--- src/rtl/controle_linha_vedacao_pkg.sv ---
`default_nettype none
// ============================================================================
// controle_linha_vedacao_pkg
// State codes and default timings shared by the bottling/corking station.
// Revision: 1.0
// ============================================================================
package controle_linha_vedacao_pkg;

    typedef enum logic [3:0] {
        PARADO        = 4'd0,
        TRANSPORTE    = 4'd1,
        ENCHIMENTO    = 4'd2,
        AGUARDA_ROLHA = 4'd3,
        VEDACAO       = 4'd4,
        LIBERA        = 4'd5,
        CONTA         = 4'd6,
        LOTE_COMPLETO = 4'd7,
        ERRO          = 4'd8
    } estado_t;

    localparam int c_TEMPO_VEDACAO_PADRAO      = 20;
    localparam int c_TIMEOUT_ENCHIMENTO_PADRAO = 200;
    localparam int c_TEMPO_CONTA_PADRAO        = 2;

    function automatic int maximo3(input int a, input int b, input int c);
        int m;
        m = (a > b) ? a : b;
        return (m > c) ? m : c;
    endfunction

endpackage
`default_nettype wire

--- src/rtl/controle_linha_vedacao_temporizador_estado.sv ---
`default_nettype none
// ============================================================================
// temporizador_estado
// Saturating up-counter with synchronous clear and terminal-count compare.
// Revision: 1.0
// ============================================================================
module temporizador_estado #(
    parameter int LARGURA = 8
) (
    input  logic               clk,
    input  logic               rst,
    input  logic               i_limpa,
    input  logic               i_habilita,
    input  logic [LARGURA-1:0] i_limite,
    output logic [LARGURA-1:0] o_contagem,
    output logic               o_fim
);

    logic [LARGURA-1:0] r_contagem;

    always_ff @(posedge clk) begin
        if (rst || i_limpa) begin
            r_contagem <= '0;
        end else if (i_habilita && (r_contagem != {LARGURA{1'b1}})) begin
            r_contagem <= r_contagem + 1'b1;
        end
    end

    assign o_contagem = r_contagem;
    assign o_fim      = (r_contagem == i_limite);

endmodule
`default_nettype wire

--- src/rtl/controle_linha_vedacao.sv ---
`default_nettype none
// ============================================================================
// controle_linha_vedacao
// Per-bottle sequencer for conveyor, fill valve and corking press (Moore FSM).
// Revision: 1.0
// ============================================================================
module controle_linha_vedacao
    import controle_linha_vedacao_pkg::*;
#(
    parameter int TEMPO_VEDACAO      = c_TEMPO_VEDACAO_PADRAO,
    parameter int TIMEOUT_ENCHIMENTO = c_TIMEOUT_ENCHIMENTO_PADRAO,
    parameter int TEMPO_CONTA        = c_TEMPO_CONTA_PADRAO
) (
    input  logic       CLOCK,
    input  logic       RESET,
    input  logic       LIGA,
    input  logic       SENSOR_POSICAO,
    input  logic       SENSOR_NIVEL,
    input  logic       ROLHA_DISPONIVEL,
    input  logic       ALARME_SEM_ROLHA,
    input  logic       LIMITE_DUZIAS,
    output logic       MOTOR_ESTEIRA,
    output logic       VALVULA_ENCHIMENTO,
    output logic       ATUADOR_VEDACAO,
    output logic       DECREMENTA_ROLHA,
    output logic       INCREMENTA_GARRAFA,
    output logic       LED_ALARME,
    output logic [3:0] ESTADO
);

    localparam int LARGURA_TIMER =
        $clog2(maximo3(TIMEOUT_ENCHIMENTO, TEMPO_VEDACAO, TEMPO_CONTA) + 1);
    localparam logic [LARGURA_TIMER-1:0] c_PENULTIMO_VEDACAO =
        (TEMPO_VEDACAO >= 2) ? LARGURA_TIMER'(TEMPO_VEDACAO - 2) : '0;

    estado_t                  r_estado;
    estado_t                  w_prox;
    logic                     r_motor;
    logic                     r_valvula;
    logic                     r_atuador;
    logic                     r_decrementa;
    logic                     r_incrementa;
    logic                     r_led;
    logic [LARGURA_TIMER-1:0] w_contagem;
    logic [LARGURA_TIMER-1:0] w_limite;
    logic                     w_fim;
    logic                     w_limpa;
    logic                     w_ultimo_vedacao;

    always_comb begin
        w_limite = '0;
        case (r_estado)
            ENCHIMENTO: w_limite = LARGURA_TIMER'(TIMEOUT_ENCHIMENTO - 1);
            VEDACAO:    w_limite = LARGURA_TIMER'(TEMPO_VEDACAO - 1);
            CONTA:      w_limite = LARGURA_TIMER'(TEMPO_CONTA - 1);
            default:    w_limite = '0;
        endcase
    end

    temporizador_estado #(
        .LARGURA (LARGURA_TIMER)
    ) u_temporizador (
        .clk        (CLOCK),
        .rst        (RESET),
        .i_limpa    (w_limpa),
        .i_habilita (1'b1),
        .i_limite   (w_limite),
        .o_contagem (w_contagem),
        .o_fim      (w_fim)
    );

    always_comb begin
        w_prox = r_estado;
        case (r_estado)
            PARADO:
                if (LIGA && !LIMITE_DUZIAS && !ALARME_SEM_ROLHA) w_prox = TRANSPORTE;
            TRANSPORTE:
                if (SENSOR_POSICAO) w_prox = ENCHIMENTO;
                else if (!LIGA)     w_prox = PARADO;
            ENCHIMENTO:
                if (SENSOR_NIVEL) w_prox = AGUARDA_ROLHA;
                else if (w_fim)   w_prox = ERRO;
            AGUARDA_ROLHA:
                if (ROLHA_DISPONIVEL)      w_prox = VEDACAO;
                else if (ALARME_SEM_ROLHA) w_prox = ERRO;
            VEDACAO:
                if (w_fim) w_prox = LIBERA;
            LIBERA:
                if (!SENSOR_POSICAO) w_prox = CONTA;
            CONTA:
                if (w_fim) begin
                    if (LIMITE_DUZIAS) w_prox = LOTE_COMPLETO;
                    else if (LIGA)     w_prox = TRANSPORTE;
                    else               w_prox = PARADO;
                end
            LOTE_COMPLETO, ERRO:
                if (!LIGA) w_prox = PARADO;
            default:
                w_prox = PARADO;
        endcase
    end

    assign w_limpa = (w_prox != r_estado);

    // Outputs are registered, so the press pulse is decoded from the timer value the next cycle will hold.
    always_comb begin
        if (r_estado == VEDACAO) begin
            w_ultimo_vedacao = (w_prox == VEDACAO) && (w_contagem == c_PENULTIMO_VEDACAO);
        end else begin
            w_ultimo_vedacao = (w_prox == VEDACAO) && (TEMPO_VEDACAO == 1);
        end
    end

    always_ff @(posedge CLOCK) begin
        if (RESET) begin
            r_estado     <= PARADO;
            r_motor      <= 1'b0;
            r_valvula    <= 1'b0;
            r_atuador    <= 1'b0;
            r_decrementa <= 1'b0;
            r_incrementa <= 1'b0;
            r_led        <= 1'b0;
        end else begin
            r_estado     <= w_prox;
            r_motor      <= (w_prox == TRANSPORTE) || (w_prox == LIBERA);
            r_valvula    <= (w_prox == ENCHIMENTO);
            r_atuador    <= (w_prox == VEDACAO);
            r_decrementa <= w_ultimo_vedacao;
            r_incrementa <= (w_prox == CONTA) && (r_estado != CONTA);
            r_led        <= (w_prox == ERRO);
        end
    end

    assign MOTOR_ESTEIRA      = r_motor;
    assign VALVULA_ENCHIMENTO = r_valvula;
    assign ATUADOR_VEDACAO    = r_atuador;
    assign DECREMENTA_ROLHA   = r_decrementa;
    assign INCREMENTA_GARRAFA = r_incrementa;
    assign LED_ALARME         = r_led;
    assign ESTADO             = r_estado;

endmodule
`default_nettype wire

--- config.mk ---
export PLATFORM = sky130hd
export DESIGN_NAME = controle_linha_vedacao
export DESIGN_NICKNAME = d
export VERILOG_FILES = /design/src/rtl/controle_linha_vedacao_pkg.sv /design/src/rtl/controle_linha_vedacao_temporizador_estado.sv /design/src/rtl/controle_linha_vedacao.sv
export SDC_FILE = /design/constraint.sdc
export NUM_CORES = 1
export LEC_CHECK = 0
export ABC_AREA = 1
export CAP_MARGIN = 20
export CELL_PAD_IN_SITES_DETAIL_PLACEMENT = 0
export CELL_PAD_IN_SITES_GLOBAL_PLACEMENT = 1
export CORE_MARGIN = 2
export CORE_UTILIZATION = 37
export DETAILED_ROUTE_END_ITERATION = 10
export HOLD_SLACK_MARGIN = 0.06
export PLACE_DENSITY = 0.78
export SETUP_SLACK_MARGIN = 0.3
export SYNTH_ARGS = -nofsm -noshare
export SYNTH_HDL_FRONTEND = slang
export SYNTH_SLANG_ARGS = --single-unit
--- constraint.sdc ---
create_clock -name CLOCK -period 2.25 [get_ports CLOCK]
set_input_delay 0.225 -clock CLOCK [delete_from_list [all_inputs] [get_ports CLOCK]]
set_output_delay 0.225 -clock CLOCK [all_outputs]
set_load 0.05 [all_outputs]
### Word level (Yosys, flattened, before mapping)

Index checks and enable logic that the tools add are counted.

* register bits after elaboration: 18
* memory bits (writable): 0
* memory bits (read-only): 0
* bits in latches: 0
* word-level logic and storage cells: 54
* output and inout port bits: 10
* memories: 0
* bits of input ports: 8

* $mul: 0
* multiplexer cells: 14
* bitwise operators: 1
* div/mod/pow operators: 0
* shift operators: 0
* equal/unequal tests: 19
* order comparisons: 0
* add/sub/neg operators: 1
* reduce and logical (&&, ||, !) cells: 11

Operators with widths (number)
* $mux W4: 10
* $pmux W4 S8: 1
* $eq A4 B3 Y1 const B: 7
* $pmux W8 S3: 1
* $eq A4 B2 Y1 const B: 3
* $add A8 B1 Y8 const B: 1
* $eq A4 B1 Y1 const B: 2
* $eq A4 B4 Y1 const B: 2
* $eq A8 B5 Y1 const B: 1
* $eq A8 B8 Y1: 1
* $ne A8 B8 Y1 const B: 1
* $logic_and A1 B1 Y1: 4
* $logic_not A4 Y1: 1
* $ne A4 B3 Y1 const B: 1
* $ne A4 B4 Y1: 1
* $reduce_or A2 Y1: 2
* $mux W3: 1
* $logic_not A1 Y1: 2
* $logic_or A1 B1 Y1: 2
* $mux W1: 1
* $not A1 Y1: 1

### Logic depth before layout (Yosys ltp)

* depth in word-level cells: 8
* depth in mapped cells: 16
* gate-level depth less buffers: 16

### Modules after synthesis

A second synthesis with hierarchy kept.

* cell total of the unflattened synthesis: 201
* area, all modules: 1286.2 um^2

Modules (own cells, without submodules)
* controle_linha_vedacao: cells each 120, area each 749.5 um^2, times used 1
* temporizador_estado: cells each 81, area each 536.8 um^2, times used 1

### Least setup slack after synthesis

Ideal clock, no wire load.

* path kind: register -> register
* start point: register r_estado[1] (netlist: ESTADO[1])
* end point: register u_temporizador.r_contagem[0] (netlist: u_temporizador.o_contagem[0])
* setup time: 64 ps
* cell stages (with the launch flop): 15
* setup slack: 210 ps
* path buffers: 0
* period minus slack after synthesis: 2040 ps
* arrival: 1976 ps
* data required time: 2186 ps
* cell sequence: dfxtp_1 > inv_2 > nor2_4 > nand2_4 > nand2_1 > nand2_1 > nor2_2 > nand3_2 > nand2_2 > nand2_2 > nand3_1 > nand2_2 > nor2_4 > nand3_4 > nor2_2

* word-level cells in the longest chain between the ends: 8
* elaborated cells between the ends (all ways): 25
* classes of those cells: eq/ne: 10; mux: 12; reduce/logical: 3

RTL lines
* start: declaration: line controle_linha_vedacao.sv:36 `estado_t r_estado;`
* start signal: assignment: line controle_linha_vedacao.sv:124 `r_estado <= w_prox;`
* $eq A4 B3 Y1 or $eq A4 B2 Y1 (tied branches): line controle_linha_vedacao.sv:52, controle_linha_vedacao.sv:74
* $pmux W8 S3: line controle_linha_vedacao.sv:52 `case (r_estado)`
* $eq A8 B8 Y1: line controle_linha_vedacao_temporizador_estado.sv:30 `assign o_fim = (r_contagem == i_limite);`
* $mux W4: line controle_linha_vedacao.sv:82 `else if (w_fim) w_prox = ERRO;`
* $mux W4: line controle_linha_vedacao.sv:81 `if (SENSOR_NIVEL) w_prox = AGUARDA_ROLHA;`
* $pmux W4 S8: line controle_linha_vedacao.sv:74 `case (r_estado)`
* $ne A4 B4 Y1 *: line controle_linha_vedacao.sv:103 `assign w_limpa = (w_prox != r_estado);`
* $logic_or A1 B1 Y1 *: line controle_linha_vedacao_temporizador_estado.sv:22 `if (rst || i_limpa) begin`
* end signal: assignment: line controle_linha_vedacao_temporizador_estado.sv:25 `r_contagem <= r_contagem + 1'b1;`
* end: declaration: line controle_linha_vedacao_temporizador_estado.sv:19 `logic [LARGURA-1:0] r_contagem;`

Every way passes the cells marked *; elsewhere a longest branch is shown, timed or not.
A chain may end at the register's enable or synchronous reset.

### Final worst setup path

* start point: register r_estado[0] (netlist: ESTADO[0])
* end point: output ESTADO[0]

RTL lines
* end: declaration: line controle_linha_vedacao.sv:28 `output logic [3:0] ESTADO`

No word-level cell between the ends.

==> results by group <==
Run status
  – Status: finished, final reports clean

Power and ir drop
  – Total power density per cell area: 419 nW/um^2
  – VDD IR-drop max: 238 uV
  – Total leakage power: 0.000727 uW

Clock network
  – TritonCTS clock tree: yes
  – Clock transition at path regs: 0.11 ns
  – Skew-Pair Late Insertion Delay: 0.30 ns
  – H-tree level count: 1
  – Number of buffers inserted during clock tree synthesis: 3
  – Quantity of hold-fixing buffers added after cts: 0
  – Clock sink count: 18
  – Clk root buf: sky130_fd_sc_hd__clkbuf_4
  – Number of buffers between clock root and the deepest sink: 2

STA
  – Setup tns final: 0 ns
  – Worst-margin pin slew: 0.507 ns
  – Final hold violation count: 0
  – Unrepaired setup endpoints after global routing: true
  – Max_slew headroom: 66.1%
  – Portion of the clock cycle consumed by the worst path in the final layout: 83.4%
  – Maximum clock frequency: 533 MHz
  – Post-route worst hold slack: 0.590 ns
  – Min Clock Period, post-route: 1.88 ns
  – Number of max-slew violations in the final report: 0
  – Setup violation total in the final timing report: 0
  – Final clock skew: 0.0107 ns

Job
  – Max-cap violations: 0

Setup path
  – Slowest cell on the critical path: sky130_fd_sc_hd__clkdlybuf4s50_1
  – Endpoint of the most critical register-to-register path: u_temporizador.o_contagem[6]
  – Critical path endpoint category: primary output
  – Type of origin of the critical path: register
  – Data arrival time of the worst path: 1.65 ns
  – Critical path fanouts, max: 8
  – WS Path Type: register to primary output
  – Crit-path max cell delay: 0.80 ns
  – Crit path cell chain: buf_4 -> clkdlybuf4s50_1
  – Timing startpoint of the critical path: ESTADO[0]
  – R2r setup slk: 0.37 ns
  – Kind of cell with the highest combined delay on the critical path: buffers and inverters
  – Number of gates on the worst path with buffers counted: 2
  – Number of cell instances on the worst register-to-register path: 13
  – Timing endpoint of the critical path: ESTADO[0]
  – Critical register-to-register path startpoint: ESTADO[3]
  – Required arrival time at the worst endpoint: 2.03 ns
  – Combined buffer and inverter count along the critical path: 2

Cells and area
  – Commonest non-fill, non-tap cell in the layout: sky130_fd_sc_hd__nand2_1
  – Nets: 211
  – Top library cells by usage in the layout, fill and taps aside: sky130_fd_sc_hd__nand2_1 (23), sky130_fd_sc_hd__inv_1 (20), sky130_fd_sc_hd__clkdlybuf4s50_1 (17)
  – Post-layout instance count excluding filler cells: 244
  – Diodes inserted: 0
  – Fraction of layout cells with a size suffix above 1: 32.5%
  – Area growth, synth to finish: 37.2%

Synthesis
  – Count of state elements after synthesis: 18
  – Mean area per synthesized cell: 6.81 um^2
  – Top cells by area in the synthesized netlist: sky130_fd_sc_hd__dfxtp_1 (31%), sky130_fd_sc_hd__nand2_1 (9.7%), sky130_fd_sc_hd__inv_1 (6.8%)
  – Area fraction of the dominant cell type after synthesis: 30.9%
  – Synth Net Count: 181
  – Warning count from the yosys run: 0
  – Post-synth top area cell: sky130_fd_sc_hd__dfxtp_1
  – Cells after Synth: 171
  – Seq/Total Area, Yosys: 30.9%
  – Unique masters post-synth: 25
  – Cell area after synthesis: 1160 um^2

Global routing
  – Antenna violations before repair: 0
  – Number of global-route vias before repair: 1106
  – Overall overflow remaining after global route: 0
  – Largest net degree at the start of global routing: 11
  – Global-route usage over all layers: 18.2%
  – First-pass GRT wire length: 4900 um

Placed design
  – Total instance count after detailed placement: 231
  – Final GP Congestion: 0.797
  – Detailed-placement wirelength estimate: 2290 um
  – I/O Buffers: 17

Route
  – Detail-routed net length per standard cell: 12.5 um
  – Number of DRC markers in iteration 0: 45
  – Routed via count: 1183
  – Routed wire length: 3050 um
  – First drt pass iteration count: 4
  – Antenna-violating nets left: 0
  – Number of vias per cell: 4.85
  – Detailed-route DRC error count: 0

Floorplanning
  – Die width: 60.1 um
  – Number of rows in the core area: 20
  – Die area: 3610 um^2
  – Initial core utilization: 38.5%
  – Core area: 3030 um^2
  – Count of boundary I/O pins: 18
  – Chip height: 60.1 um

Hold path
  – Min-delay worst type: register to register
  – Startpoint of the lowest-slack hold path: u_temporizador.o_contagem[5]
flip-flops by register name, indices dropped and copies added, names as in the netlist:
| register | flops |
|---|---|
| ATUADOR_VEDACAO | 1 |
| DECREMENTA_ROLHA | 1 |
| ESTADO | 4 |
| INCREMENTA_GARRAFA | 1 |
| LED_ALARME | 1 |
| MOTOR_ESTEIRA | 1 |
| VALVULA_ENCHIMENTO | 1 |
| u_temporizador.o_contagem | 8 |
stage by stage:
stage	total power, uW	setup slack [ns]	area [um^2]	util [%]
2_1_floorplan	422	0.435	1170	-
3_3_place_gp	453	0.354	1380	45.7
3_5_place_dp	454	0.328	1380	45.7
4_1_cts	659	0.304	1420	46.9
5_1_grt	706	0.253	1600	52.8
6_report	669	0.374	1600	52.8
how the worst min path moves through the flow:
| stage | endpoint | cells after the start |
|---|---|---|
| after floorplan | ESTADO[3] | 2 |
| after global placement | u_temporizador.o_contagem[5] | 2 |
| after detailed placement | u_temporizador.o_contagem[5] | 2 |
| after CTS | u_temporizador.o_contagem[5] | 2 |
| after global routing | u_temporizador.o_contagem[7] | 2 |
| final | u_temporizador.o_contagem[5] | 2 |
power by group:
group          leakage (uW)  switching, uW  internal (uW)
Clock             0.0000210            103           98.6
Combinational      0.000557           81.0           53.5
Sequential         0.000149           10.5            322
synthesized netlist by cell type:
master	n
sky130_fd_sc_hd__inv_2	4
sky130_fd_sc_hd__nand4_1	6
sky130_fd_sc_hd__nand2_2	8
sky130_fd_sc_hd__dfxtp_1	18
sky130_fd_sc_hd__o22ai_1	1
sky130_fd_sc_hd__nor3_1	10
sky130_fd_sc_hd__nand2_1	30
sky130_fd_sc_hd__ha_1	2
sky130_fd_sc_hd__nor2_1	16
sky130_fd_sc_hd__xor2_1	4
sky130_fd_sc_hd__inv_1	21
sky130_fd_sc_hd__a21oi_1	8
sky130_fd_sc_hd__nor2_4	4
sky130_fd_sc_hd__nand3b_1	1
sky130_fd_sc_hd__nand3_1	15
sky130_fd_sc_hd__nand3_4	1
sky130_fd_sc_hd__buf_4	1
sky130_fd_sc_hd__o211ai_1	1
sky130_fd_sc_hd__or2_2	1
sky130_fd_sc_hd__nand2_4	1
sky130_fd_sc_hd__nand3_2	1
sky130_fd_sc_hd__buf_6	1
sky130_fd_sc_hd__o21ai_0	4
sky130_fd_sc_hd__and3_1	1
sky130_fd_sc_hd__nor2_2	11
worst min-delay path: cells and delay by family (launching register included):
family	cells	cell delay, ns
xor gates and xnor gates	1	0.09
and+or+nand+nor	1	0.09
DFF	1	0.39
timing repair:
item                       4_1_cts  5_1_grt
gates resized for setup          0       30
setup endpoints to repair        0       13
buffers inserted                 0        9
cells by family after synthesis:
logic type               Yosys count  share of synthesized area, %
AND/OR/NAND/NOR                  106                          47.9
AO/OA/AOI/OAI                     14                          6.34
adder cells (fa/ha/maj)            2                          2.15
flip-flops                        18                          30.9
buffers and inverters             27                          9.67
XOR/XNOR                           4                          3.01
layer usage:
metal | global-route usage [%] | up-vias | wire length [um]
met1 | 24.6 | 542 | 1350
met4 | 6.98 | 0 | 21
met3 | 2.38 | 2 | 178
met5 | 0 | - | 0
met2 | 29.2 | 29 | 1500
li1 | - | 610 | -
area by class of cell:
cell class	count	area (um^2)
tap	44	55.1
clock buffer	4	36.3
fill	307	1430
multi-input combinational	126	787
timing repair buffer	27	245
sequential	18	375
inverter	25	98.8
Note: power is estimated with default switching activity, not from simulation.
